$ cat src/rtl/pcm_serializer.sv
// CIC-to-PCM serializer: captures decimated words on lr_clk, rounds/scales/saturates,
// buffers them in a small FIFO and shifts them out MSB-first on an sck/ws/sd link.
//
// state    | meaning
// ST_IDLE  | no frame in progress, o_ws=0, o_sd=0
// ST_SHIFT | frame in progress, one bit per o_sck falling event
module pcm_serializer #(
    parameter int IW       = 19,
    parameter int OW       = 16,
    parameter int SHIFT    = 3,
    parameter int DEPTH    = 4,
    parameter int BCLK_DIV = 4
) (
    input  logic                    clk,
    input  logic                    i_reset,
    input  logic                    lr_clk,
    input  logic [IW-1:0]           i_data,
    output logic                    o_sck,
    output logic                    o_ws,
    output logic                    o_sd,
    output logic                    o_overflow,
    output logic [$clog2(DEPTH):0]  o_level
);

    localparam int PW = $clog2(DEPTH);
    localparam int LW = PW + 1;
    localparam int DW = $clog2(BCLK_DIV + 1);
    localparam int BW = $clog2(OW);

    localparam logic [OW-1:0]        POS_FULL = {1'b0, {(OW-1){1'b1}}};
    localparam logic [OW-1:0]        NEG_FULL = ~POS_FULL;
    localparam logic signed [IW:0]   SAT_MAX  = $signed((IW+1)'(POS_FULL));
    localparam logic signed [IW:0]   SAT_MIN  = ~SAT_MAX;
    localparam logic signed [IW:0]   RND      = $signed((IW+1)'(1) << (SHIFT-1));

    localparam logic [0:0] ST_IDLE  = 1'b0;
    localparam logic [0:0] ST_SHIFT = 1'b1;

    // Synchroniser resets high so a static-high lr_clk at reset release is not an edge.
    logic s1, s2, s3;
    logic strobe;

    always_ff @(posedge clk or negedge i_reset) begin
        if (!i_reset) begin
            s1 <= 1'b1;
            s2 <= 1'b1;
            s3 <= 1'b1;
        end else begin
            s1 <= lr_clk;
            s2 <= s1;
            s3 <= s2;
        end
    end

    assign strobe = s2 & ~s3;

    logic            cap_valid;
    logic [IW-1:0]   cap_data;

    always_ff @(posedge clk or negedge i_reset) begin
        if (!i_reset) begin
            cap_valid <= 1'b0;
            cap_data  <= '0;
        end else begin
            cap_valid <= strobe;
            if (strobe) begin
                cap_data <= i_data;
            end
        end
    end

    logic signed [IW:0] sum;
    logic signed [IW:0] shr;
    logic [OW-1:0]      sample;

    always_comb begin
        sum = $signed({cap_data[IW-1], cap_data}) + RND;
        shr = sum >>> SHIFT;
        if (shr > SAT_MAX) begin
            sample = POS_FULL;
        end else if (shr < SAT_MIN) begin
            sample = NEG_FULL;
        end else begin
            sample = shr[OW-1:0];
        end
    end

    logic [OW-1:0]  mem [DEPTH];
    logic [PW-1:0]  wr_ptr, rd_ptr;
    logic [LW-1:0]  count;
    logic           full, empty, push_ok, pop;
    logic [OW-1:0]  head;

    assign full    = (count == LW'(DEPTH));
    assign empty   = (count == '0);
    // A pop in the same cycle frees the slot, so a full FIFO still accepts the push.
    assign push_ok = cap_valid & (~full | pop);
    assign head    = mem[rd_ptr];

    always_ff @(posedge clk) begin
        if (push_ok) begin
            mem[wr_ptr] <= sample;
        end
    end

    always_ff @(posedge clk or negedge i_reset) begin
        if (!i_reset) begin
            wr_ptr     <= '0;
            rd_ptr     <= '0;
            count      <= '0;
            o_overflow <= 1'b0;
        end else begin
            if (push_ok) begin
                wr_ptr <= wr_ptr + PW'(1);
            end
            if (pop) begin
                rd_ptr <= rd_ptr + PW'(1);
            end
            case ({push_ok, pop})
                2'b10:   count <= count + LW'(1);
                2'b01:   count <= count - LW'(1);
                default: count <= count;
            endcase
            if (cap_valid & ~push_ok) begin
                o_overflow <= 1'b1;
            end
        end
    end

    assign o_level = count;

    logic [DW-1:0] div_cnt;
    logic          div_tc, fall_evt;

    assign div_tc   = (div_cnt == DW'(BCLK_DIV - 1));
    assign fall_evt = div_tc & o_sck;

    always_ff @(posedge clk or negedge i_reset) begin
        if (!i_reset) begin
            div_cnt <= '0;
            o_sck   <= 1'b0;
        end else if (div_tc) begin
            div_cnt <= '0;
            o_sck   <= ~o_sck;
        end else begin
            div_cnt <= div_cnt + DW'(1);
        end
    end

    logic [0:0]     state;
    logic [BW-1:0]  bit_cnt;
    logic [OW-1:0]  shreg;
    logic           frame_done;

    assign frame_done = (state == ST_IDLE) | (bit_cnt == '0);
    assign pop        = fall_evt & ~empty & frame_done;
    assign o_sd       = shreg[OW-1];

    always_ff @(posedge clk or negedge i_reset) begin
        if (!i_reset) begin
            state   <= ST_IDLE;
            bit_cnt <= '0;
            shreg   <= '0;
            o_ws    <= 1'b0;
        end else if (fall_evt) begin
            if (frame_done) begin
                if (!empty) begin
                    state   <= ST_SHIFT;
                    shreg   <= head;
                    bit_cnt <= BW'(OW - 1);
                    o_ws    <= 1'b1;
                end else begin
                    state   <= ST_IDLE;
                    shreg   <= '0;
                    o_ws    <= 1'b0;
                end
            end else begin
                shreg   <= shreg << 1;
                bit_cnt <= bit_cnt - BW'(1);
            end
        end
    end

endmodule

$ cat config.mk
export PLATFORM = sky130hd
export DESIGN_NAME = pcm_serializer
export DESIGN_NICKNAME = d
export VERILOG_FILES = /design/src/rtl/pcm_serializer.sv
export SDC_FILE = /design/constraint.sdc
export NUM_CORES = 1
export LEC_CHECK = 0
export ABC_AREA = 0
export CAP_MARGIN = 20
export CORE_ASPECT_RATIO = 1.1
export CORE_MARGIN = 2
export CORE_UTILIZATION = 59
export DETAILED_ROUTE_END_ITERATION = 8
export PLACE_DENSITY = 0.79
export SYNTH_ARGS = -nofsm -noshare
export SYNTH_HDL_FRONTEND = slang
export SYNTH_SLANG_ARGS = --single-unit
$ cat constraint.sdc
create_clock -name clk -period 2.8 [get_ports clk]
set_input_delay 0.28 -clock clk [delete_from_list [all_inputs] [get_ports clk]]
set_output_delay 0.28 -clock clk [all_outputs]
set_load 0.03 [all_outputs]
Yosys cells after proc, flatten, opt, wreduce, memory -nomap -nowiden
Memory sizes are Yosys's and may differ from the RTL's. Index checks and enable logic that the tools add are counted.

Logic and storage cells: 59. Memory bits (writable): 64. Register bits: 56. Memories: 1. Input bits: 22.

Memories: mem (words 4, bits a word 16, rd ports 1, clocked after memory_dff 0, wr ports 1, RTL line 88) `logic [OW-1:0] mem [DEPTH];`.

Multiplexer cells: 11. $add $sub $neg: 7. $lt $le $gt $ge: 2. Bitwise logic cells: 14. Eq/ne operators: 5. Reduce and logical (&&, ||, !) cells: 5.

Operator list (count): 16-bit two-way mux (4); 19-bit by 4-bit adder with 20-bit output, second input constant (1); 17-bit by 16-bit > comparator with 1-bit output, second input constant (1); 17-bit by 16-bit less-than comparator with 1-bit output, second input constant (1); 4-bit two-way mux (2); 3-bit by 1-bit adder with 3-bit output, second input constant (2); 1-bit AND (6); 1-bit inverter (6); 3-bit one-hot mux with 2 select lines (1); 2-bit by 1-bit adder with 2-bit output, second input constant (2); 4-bit zero test (1); 2-bit AND reduction (2); 4-bit by 1-bit subtractor with 4-bit output, second input constant (1); 3-bit by 2-bit == test with 1-bit output, second input constant (1); 3-bit == test, second input constant (1); 3-bit zero test (1); 1-bit two-way mux (3); 3-bit two-way mux (1); 3-bit by 1-bit subtractor with 3-bit output, second input constant (1); 2-bit by 1-bit == test with 1-bit output, second input constant (1); 2-bit == test, second input constant (1); 2-bit inequality test, second input constant (1); 1-bit OR (2); 2-bit nonzero test (1).

Longest topological paths before layout
Gate-level depths: netlist of run 1.

Word-level depth: 8. Mapped depth: 12.

Worst setup path before layout of run 1
OpenSTA, ideal clock, no wires.

Kind: register to register. Start: register bit_cnt[0]. End: register count[2] (netlist: o_level[2]). Setup slack: 0.311 ns. Arrival time: 2.408 ns. Library setup time: 0.081 ns. Path buffers: 0. Period minus slack after synthesis: 2.489 ns. Cell stages (with the launch flop): 11. Cell sequence: dfrtp_1 > inv_1 > ha_1 > or3b_1 > a211oi_4 > ha_1 > inv_1 > fa_1 > xor2_1 > nor2_1 > xor2_1.

Longest elaborated chain between the ends: 7. Elaborated cells on any way between the ends: 9. Those cells by class: eq/ne (2); mux (1); bitwise (4); reduce/logical (2).

RTL lines: start: declaration (RTL line 151) `logic [BW-1:0] bit_cnt;`; start signal: assignment (RTL line 170) `bit_cnt <= BW'(OW - 1);`; start signal: assignment (RTL line 179) `bit_cnt <= bit_cnt - BW'(1);`; 4-bit zero test (*) (RTL line 155) `assign frame_done = (state == ST_IDLE) | (bit_cnt == '0);`; 1-bit OR (*) (RTL line 155); 1-bit AND (*) (RTL line 156) `assign pop = fall_evt & ~empty & frame_done;`; named net pop (RTL line 91) `logic full, empty, push_ok, pop;`; 1-bit OR (RTL line 97) `assign push_ok = cap_valid & (~full | pop);`; 1-bit AND (RTL line 97); 2-bit by 1-bit == test with 1-bit output or 2-bit == test (tied branches) (RTL line 119) `case ({push_ok, pop})`; 3-bit one-hot mux with 2 select lines or 2-bit nonzero test (tied branches); end signal: assignment (RTL line 120) `2'b10: count <= count + LW'(1);`; end signal: assignment (RTL line 121) `2'b01: count <= count - LW'(1);`; end signal: assignment (RTL line 122) `default: count <= count;`; end: declaration (RTL line 90) `logic [LW-1:0] count;`.

The timed path passes the listed nets; every way through them passes the cells marked *. A chain may end at the register's enable or synchronous reset.

Worst setup path after layout of run 1
Same ends and word-level chain as after synthesis.

==> results of run 1 <==
cells in the final DEF (no fill, tap or decap), drive strengths merged, types with 11 or more instances in the layout:
cell type       n
a221oi         15
nand2          22
inv            16
mux2           14
mux4           16
clkdlybuf4s50  25
a21oi          11
dfrtp          51
buf            13
edfxtp         64
xnor2          13
nor2           36
clkbuf         21
area by class of cell:
class,instances,area [um2]
Multi-Input combinational cell,202,1709
Fill cell,539,2306
Clock inverter,11,132.6
Clock buffer,21,429.2
Inverter,16,60.06
Timing Repair Buffer,39,355.3
Tap cell,111,138.9
Sequential cell,118,3277
metrics by stage:
stage | power, mW | hold slack (ns) | instances | utilization [%]
4_1_cts | 5.905 | 0.1680 | 518 | 72.57
2_1_floorplan | 3.434 | -0.01559 | 350 | -
3_3_place_gp | 3.743 | 0.3474 | 485 | 65.77
6_report | 5.868 | 0.1838 | 518 | 72.57
5_1_grt | 6.143 | 0.1652 | 518 | 72.57
3_5_place_dp | 3.827 | 0.3485 | 485 | 65.77
metal layers:
metal  GRT usage, %  share of wire, %  up-vias  wire, um
met5              0                 0        -         0
met4          8.597               1.5        0       143
met3          6.027               3.0       12       279
met2          38.63                54       70      5076
met1          26.79                42     1524      3902
li1               -                 -     1403         -
cell families (layout without fill, tap and decap cells):
group	Yosys count	in the layout
buffers and inverters	30	87
muxes	32	32
AOI/OAI and AO/OA	48	48
adders and majority gates	9	9
xor gates and xnor gates	19	19
and+or+nand+nor	94	94
DFF	118	118
registers in the layout, summed over array words and instances (netlist names), 2 cells and up:
register and cells:
cap_data 17, shreg 16, wr_ptr 2, bit_cnt 4
rd_ptr 2, div_cnt 3, mem 64, o_level 3
where the power goes:
group / switching, mW / total (mW) / internal (mW) / leakage (nW)
Sequential: 0.299 / 2.52 / 2.22 / 1.23
Combinational: 0.678 / 1.29 / 0.609 / 0.812
Clock: 0.719 / 2.06 / 1.34 / 0.271
worst max path at each step:
stage                    start          to  slack, ns  cells past startpoint
detailed placement  bit_cnt[0]  o_level[2]       0.25                     10
CTS                 bit_cnt[0]  o_level[2]       0.18                     10
global placement    bit_cnt[0]  o_level[2]       0.34                     10
global route        bit_cnt[0]  o_level[2]       0.05                     10
finish              bit_cnt[0]  o_level[2]       0.21                     10
floorplan           bit_cnt[0]  o_level[2]       0.31                     10
repair_timing:
action                    4_1_cts  5_1_grt
hold buffers                    1        0
hold endpoints to repair       51        0
resized for setup               0        0
critical path: stages, from the launching register on:
cell	delay (ns)
sky130_fd_sc_hd__dfrtp_1	0.41
sky130_fd_sc_hd__inv_1	0.07
sky130_fd_sc_hd__ha_1	0.20
sky130_fd_sc_hd__or3b_1	0.45
sky130_fd_sc_hd__a211oi_4	0.28
sky130_fd_sc_hd__ha_1	0.24
sky130_fd_sc_hd__inv_1	0.07
sky130_fd_sc_hd__fa_1	0.37
sky130_fd_sc_hd__xor2_1	0.15
sky130_fd_sc_hd__nor2_1	0.12
sky130_fd_sc_hd__xor2_1	0.16
==> metrics.cfg, run 1 <==
[outcome]
run_status=complete, no violations

[clocking]
post_cts.repair.setup_buffers=0
cts_inserted_buffers=17
worst_skew_pair.late_latency_ns=0.50
numClockSinks=118
longest_clk_path_bufs=2
cts_max_level=4
clk_pin_slew_ns=0.05
cts.root.buffer_cell=sky130_fd_sc_hd__clkbuf_8
tritoncts=done

[synth]
synth_area_leader_cell=sky130_fd_sc_hd__edfxtp_1
postSynth.asyncResetShare_pct=45.76
synth-simple-area-share_pct=10.10
synthDominantCellAreaShare_pct=37.55
xor_and_xnor_area_share_after_synthesis_pct=3.251
synth_cell_area_um2=5119
synth.top_cells.by_count=64 x sky130_fd_sc_hd__edfxtp_1, 51 x sky130_fd_sc_hd__dfrtp_1, 36 x sky130_fd_sc_hd__nor2_1
syn_nets=381
synthesized_area_fraction_occupied_by_ao_oa_aoi_and_oai_cells_pct=7.187
post_synth_fa_ha_maj_area_fraction_pct=2.347
synth.mux.area_fraction_pct=10.51
synth_seq_cells=118
combinational_family_with_the_most_area_after_synthesis=multiplexers
synthesized_instance_count=350
yosys.cell_count.top_type=sky130_fd_sc_hd__edfxtp_1
synth.yosys.seq_area_share_pct=64.02
ys_dominant_reg_cell=sky130_fd_sc_hd__edfxtp_1
post_synth.cell_area_avg_um2=14.62
synth-warning-count=0
synth-edff-count=64
synth.lib_cells_used.distinct=54
synth_top_cells_by_area=sky130_fd_sc_hd__edfxtp_1 38%, sky130_fd_sc_hd__dfrtp_1 25%, sky130_fd_sc_hd__mux4_2 7.0%

[worst_setup_path]
critPathKind=reg -> reg
cp-start-kind=register
critPathRequiredTime_ns=3.22
worstSetupEndpointType=register
worst_r2r_startpoint=bit_cnt[0]
critical_path.max_fanout=4
timing.reg2reg.worst_path_depth=10
setup_slack_on_the_worst_flop_to_flop_path_ns=0.21
critical_path.reg2reg.endpoint=o_level[2]
arrival_ns=3.02

[die]
io_pins=29
floorplan.core_area_um2=8408
initial_core_util_pct=60.88
die-area_um2=9438
die_x_um=92.81
placementRows=35
floorplan.die.height_um=101.7

[timing]
slew_viol_final=0
minimum_period_implied_by_the_final_worst_setup_slack_ns=2.593
tns_ns=0
achievable-frequency_mhz=385.6
timing.final.hold_violations=0
post-route-worst-setup-slack_ns=0.2067
setup_violations=0
worst_pin_slew_ns=0.7815
fin_worst_skew_ns=0.007198
grt_setup_unrepaired=false
worst_slew_margin_rel_pct=47.90
timing.final.crit_share_pct=92.62

[drt]
post_detailed_route_wirelength_per_cell_um=18.15
dr_total_vias=3009
initial_drt_markers=190
via_per_inst=5.809
detail_route.drc_violations=0
drtAntennaViolNets=0
route.final.wire_length_um=9402
firstDrtPassIters=5

[global_route]
grt_total_ovfl=0
grt_pass1_vias=3119
number_of_antenna_violations_at_the_first_check_in_global_routing=0
grt_use_total_pct=22.25
grt_max_degree=55
grt_first_pass_wirelength_um=15470

[placement]
portBuffers=26
routabilityCongestion=0.7453
hpwl_after_detailed_placement_um=5943
dp_worst_setup_slack_ns=0.2454
dpl-instance-area_um2=5530

[power_and_ir_drop]
power-per-cell-area_nw_per_um2=961.7
worst_ir_drop_vdd_v=0.0004899
leakage_nw=2.310

[finish]
flow.area_growth_from_synthesis_pct=19.21
antenna-diode-count=0
finalInstanceArea_um2=6102
drive_gt1_share_pct=20.39
fin_nets=425

[min_path]
holdPathEnd=s1
hold_path_class=in -> reg
worst_hold_startpoint=lr_clk
worstHoldPathCells=1

[flow_run]
drv_cap=0

No activity file was read; power rests on OpenSTA's default activity.
==> inputs of run 2 (changes only) <==
--- a/config.mk
+++ b/config.mk
@@ -11,7 +11,7 @@
 export CORE_MARGIN = 2
 export CORE_UTILIZATION = 59
 export DETAILED_ROUTE_END_ITERATION = 8
-export PLACE_DENSITY = 0.79
+export PLACE_DENSITY = 0.85
 export SYNTH_ARGS = -nofsm -noshare
 export SYNTH_HDL_FRONTEND = slang
 export SYNTH_SLANG_ARGS = --single-unit
==> run 2 against run 1 <==
Sequential share of layout area down 0.64 points. Design area increased by 1.2%. Combinational power hardly changed. Core utilization increased by 0.88 points. Via count rose by 3.6%. Global-route usage increased by 1.0 points. Maximum frequency decreased by 2.4%. Critical path type unchanged. Highest routed layer unchanged.
==> metrics.cfg, run 2 (same netlist as run 1, synthesis figures left out) <==
[die]
die_x_um=92.81  ; unchanged
placementRows=35  ; unchanged
initial_core_util_pct=60.88  ; unchanged
die-area_um2=9438  ; unchanged
floorplan.core_area_um2=8408  ; unchanged
io_pins=29  ; unchanged
floorplan.die.height_um=101.7  ; unchanged

[drt]
via_per_inst=6.017  ; +3.6%
detail_route.drc_violations=0  ; unchanged
route.final.wire_length_um=9796  ; +4.2%
initial_drt_markers=218  ; +15%
drtAntennaViolNets=0  ; unchanged
firstDrtPassIters=4  ; -1
post_detailed_route_wirelength_per_cell_um=18.91  ; +4.2%
dr_total_vias=3117  ; +3.6%

[clocking]
tritoncts=done
cts.root.buffer_cell=sky130_fd_sc_hd__clkbuf_8
cts_inserted_buffers=17  ; unchanged
clk_pin_slew_ns=0.06  ; about the same
longest_clk_path_bufs=2  ; unchanged
worst_skew_pair.late_latency_ns=0.52  ; +0.02 ns
numClockSinks=118  ; unchanged
cts_max_level=4  ; unchanged

[power_and_ir_drop]
power.combinational.fraction_pct=21.5  ; -0.4 points
total_power_mw=6.111  ; +4.1%
pwr-share-seq_pct=41.5  ; -1.5 points
p_sw_share_pct=28.68  ; -0.22 points
total_switching_power_mw=1.752  ; +3.4%
leakage_nw=2.332  ; +0.98%
internal_power_mw=4.358  ; +4.5%
power-per-cell-area_nw_per_um2=989.5  ; +2.9%
p_clk_share_pct=37.0  ; +1.9 points
worst_ir_drop_vdd_v=0.0005894  ; +20%

[finish]
final_cells=518  ; unchanged
top_register=mem
largestRegisters=mem: 64 flops, cap_data: 17 flops, shreg: 16 flops
antenna-diode-count=0  ; unchanged
largest_register_ffs=64  ; unchanged
flow.area_growth_from_synthesis_pct=20.66
final_util_pct=73.45  ; +0.88 points
fillers=497  ; -7.8%
layout_common_cells=64 x sky130_fd_sc_hd__edfxtp_1, 51 x sky130_fd_sc_hd__dfrtp_1, 36 x sky130_fd_sc_hd__nor2_1
drive_gt1_share_pct=22.11  ; +1.7 points
finalInstanceArea_um2=6176  ; +1.2%
fin_nets=425  ; unchanged
commonest_non_fill_non_tap_cell_in_the_layout=sky130_fd_sc_hd__edfxtp_1

[worst_setup_path]
cp-start-kind=register
critPathRequiredTime_ns=3.23  ; about the same
worstSetupEndpointType=register
timing.reg2reg.worst_path_depth=10  ; unchanged
critical_path.max_fanout=4  ; unchanged
critPathKind=reg -> reg
arrival_ns=3.08  ; +0.06 ns

[timing]
achievable-frequency_mhz=376.4  ; -2.4%
tns_ns=0  ; unchanged
slew_viol_final=0  ; unchanged
worst_pin_slew_ns=0.7689  ; -0.01263 ns
timing.final.hold_violations=0  ; unchanged
worst_slew_margin_rel_pct=48.74  ; +0.84 points
minimum_period_implied_by_the_final_worst_setup_slack_ns=2.657  ; +0.06374 ns
timing.final.crit_share_pct=94.89  ; +2.3 points
fin_worst_skew_ns=0.007330  ; +0.0001315 ns
setup_violations=0  ; unchanged

[placement]
dpl-instance-area_um2=5530  ; unchanged
routabilityCongestion=0.8308  ; +11%
hpwl_after_detailed_placement_um=5971  ; +0.47%
portBuffers=26  ; unchanged
placed_cells_incl_taps=485  ; unchanged

[flow_run]
drv_cap=0  ; unchanged

[global_route]
grt_total_ovfl=0  ; unchanged
grt_first_pass_wirelength_um=16380  ; +5.9%
grt_max_degree=31  ; -44%
number_of_antenna_violations_at_the_first_check_in_global_routing=0  ; unchanged
grt_pass1_vias=3263  ; +4.6%
grt_use_total_pct=23.26  ; +1.0 points

[outcome]
run_status=complete, no violations

[min_path]
worstHoldPathCells=1  ; unchanged
hold_path_class=in -> reg

## run 2: repair_timing
action,CTS,global route
resized for setup,0,3
hold endpoints to repair,24,0
hold buffers,1,0
setup buffers,0,0
endpoints found under the setup margin,0,1
## run 2: stage by stage
step	hold slack (ns)	setup slack, ns
2_1_floorplan	-0.01559	0.3112
3_3_place_gp	0.2929	0.3359
3_5_place_dp	0.3015	0.2776
4_1_cts	0.1561	0.09846
5_1_grt	0.1741	-0.01505
6_report	0.1659	0.1429
## run 2: final timing paths
kind                               to       start  slack, ns
max in group asynchronous          s1     i_reset       1.68
hold / removal                     s1      lr_clk       0.17
min in group asynchronous    shreg[1]     i_reset       0.28
setup reg to reg           o_level[2]  bit_cnt[0]       0.14
hold reg to reg                    s2          s1       0.35
setup / recovery           o_level[2]  bit_cnt[0]       0.14
## run 2: power by group through the flow
stage,sequential (mW),clock [mW],combinational [mW]
2_1_floorplan,2.51,0,0.924
3_3_place_gp,2.51,0,1.22
3_5_place_dp,2.54,0,1.28
4_1_cts,2.53,2.28,1.32
5_1_grt,2.58,2.35,1.43
6_report,2.54,2.26,1.32
## run 2: critical path, stage by stage, from the launching register on
cell	delay [ns]
sky130_fd_sc_hd__dfrtp_1	0.41
sky130_fd_sc_hd__inv_1	0.07
sky130_fd_sc_hd__ha_1	0.19
sky130_fd_sc_hd__or3b_4	0.43
sky130_fd_sc_hd__a211oi_4	0.27
sky130_fd_sc_hd__ha_1	0.24
sky130_fd_sc_hd__inv_1	0.07
sky130_fd_sc_hd__fa_1	0.40
sky130_fd_sc_hd__xor2_1	0.17
sky130_fd_sc_hd__nor2_1	0.13
sky130_fd_sc_hd__xor2_1	0.20
## run 2: layout make-up
type	instances	area [um2]	share of cell area [%]
Clock buffer	17	414.1	6.706
Clock inverter	15	210.2	3.404
Inverter	16	60.06	0.9724
Multi-Input combinational cell	202	1720	27.86
Sequential cell	118	3277	53.06
Tap cell	111	138.9	2.249
Timing Repair Buffer	39	355.3	5.754
## run 2: per-layer routing
metal  global-route usage (%)  vias up  wire length [um]
met3                    4.911       19               588
li1                         -     1410                 -
met1                    29.24     1553              3929
met5                        0        -                 0
met2                    38.74      135              5096
met4                    11.76        0               181
==> variant (flow settings as in run 1) <==
Change the parameter `DEPTH` from 4 to 8.
--- a/src/rtl/pcm_serializer.sv
+++ b/src/rtl/pcm_serializer.sv
@@ -9,5 +9,5 @@
     parameter int OW       = 16,
     parameter int SHIFT    = 3,
-    parameter int DEPTH    = 4,
+    parameter int DEPTH    = 8,
     parameter int BCLK_DIV = 4
 ) (
Ports: changed (resized o_level); port bits go from 29 to 30. No check against the original RTL was run, so the function may have changed too.
==> variant against run 1 <==
  * Count of clock-buffer cells in the layout down 1
  * Synthesized area up 52%
  * Final area up 47%
  * Setup slack worse by 17 ps
  * Sequential cell count up 67
  * Sequential power up 46%
  * Worst hold slack worse by 180 ps
  * Clock power up 28%
  * Critical path depth up 1
  * Total power up 40%
  * Global-route usage up 0.20 points
  * Synthesized cell count up 35%
  * Wire length up 56%
  * Largest power group unchanged
==> variant: results (changes against run 1) <==
Port bufs - 27 (+3.8%)
Leak - 0.003143 uW (+36%)
Non-filler instance count after layout - 682 (+32%)
Post-synth top cells - edfxtp_1, dfrtp_1, mux4_2
Gpl congestion - 0.7736 (+3.8%)
Ratio of cells with drive above 1 in the final layout - 0.2248 (+0.02083)
Worst reg-to-reg setup slack - 190 ps (-20 ps)
Hold/Removal Path Class - input port to async pin
Status - finished clean
Worst skew pair latency - 420 ps (-80 ps)
Slew margin rel. - 0.3558 (-0.1231)
Pre-antenna DRT Iters - 4 (-1)
Nets - 542 (+28%)
Main synth FF type - edfxtp_1
Placed insts - 650 (+34%)
Dpl hpwl - 8.920 mm (+50%)
DR vias - 4250 (+41%)
CP max FO - 6 (+2)
Initial DRC count - 459 (+140%)
Biggest regs - mem (128), cap_data (17), shreg (16)
Avg Cell Area, Syn - 16.37 um^2 (+12%)
Largest cells by area after synthesis - edfxtp_1, dfrtp_1, mux4_2, mux2_2, mux2i_1
First-pass GRT wire length - 23.52 mm (+52%)
Synth unique cells - 54 (unchanged)
Final Skew - 8.196 ps (+0.9981 ps)
H-tree lvl count - 4 (unchanged)
Number of synthesized flops with an enable pin - 128 (+100%)
CP arrival - 2940 ps (-80 ps)
Pre-CTS WS - 51.83 ps (-193.5 ps)
Post-DR wirelength/cell - 21.55 um (+19%)
Largest net degree at the start of global routing - 42 (-24%)
Initial antenna violation count - 0 (unchanged)
Post-CTS Setup Repair Bufs - 0 (unchanged)
Global Route Usage Sum - 0.2244 (+0.001951)
Minimum clock period - 2610 ps (+16.65 ps)
Register-to-Register Path Depth - 11 (+1)
Crit path capture - o_level[3]
Vias in the first global route - 4389 (+41%)
CTS clk-pin slew, worst paths - 70 ps (+20 ps)
Sequential fraction of the synthesis area - 0.6796 (+0.03943)
Async SR Flop Fraction - 0.3081 (-0.1495)
Crit. Startpoint - bit_cnt[0]
Syn nets - 504 (+32%)
Max VDD drop - 406.4 uV (-17%)
CTS root buffer - clkbuf_16
Post-cts sizing count - 0 (unchanged)
-- variant: cell count changes after synthesis, moves of 9 or more --
cell,run 1,this run
a21oi_1,10,23
buf_2,0,9
nor2_1,36,22
a221oi_1,15,0
mux2i_1,2,17
edfxtp_1,64,128
o22ai_1,0,15
mux4_2,16,32
-- variant: stage by stage --
step	util	cell area, um^2
final	0.7018	8949
after detailed placement	0.6497	8284
after CTS	0.7013	8942
after global placement	0.6497	8284
after floorplan	-	7771
after global routing	0.7018	8949
-- variant: layout make-up --
type / instances / area, um^2
clock buffers: 20 / 436.7
clock inverters: 12 / 221.5
fillers: 804 / 3802
inverters: 11 / 41.29
multi-input cells: 251 / 2357
flip-flops and latches: 185 / 5275
well taps: 157 / 196.4
repair buffers: 46 / 420.4
-- variant: power by group --
part	internal (uW)	switching (uW)	leakage, uW
combinational	910	1010	0.000989
sequential	3400	281	0.00184
clock	1670	962	0.000311
total	5990	2250	0.00314
-- variant: cell families after synthesis --
logic type / after synthesis / synth area share
adders and majority gates: 8 / 0.01387
muxes: 69 / 0.1448
AOI/OAI and AO/OA: 70 / 0.05901
DFF: 185 / 0.6796
xor gates and xnor gates: 18 / 0.02032
and+or+nand+nor: 86 / 0.06046
buffers and inverters: 38 / 0.02193
-- variant: layer usage --
metal	vias to the layer above	GRT usage	routed length, um
li1	1921	-	-
met5	-	0	0
met4	0	0.1055	320
met3	25	0.03844	661
met1	2164	0.2906	6027
met2	140	0.3720	7691
-- variant: worst min-delay path by stage --
stage	depth (start not counted)	end	from	slack, ps
floorplan	0	bit_cnt[0]	i_reset	-20
global placement	0	s2	s1	350
detailed placement	0	s2	s1	350
global route	1	o_level[2]	i_reset	70
finish	1	o_level[2]	i_reset	4
CTS	1	o_level[2]	i_reset	30
-- variant: critical path: stages, from the launching register on --
cell and delay (ps):
dfrtp_1 380, inv_1 90, ha_1 190, or3b_4 440
a21oi_4 170, nand3_1 140, inv_1 110, ha_1 230
a21o_1 190, a21oi_2 190, a41oi_1 130, a211oi_1 250
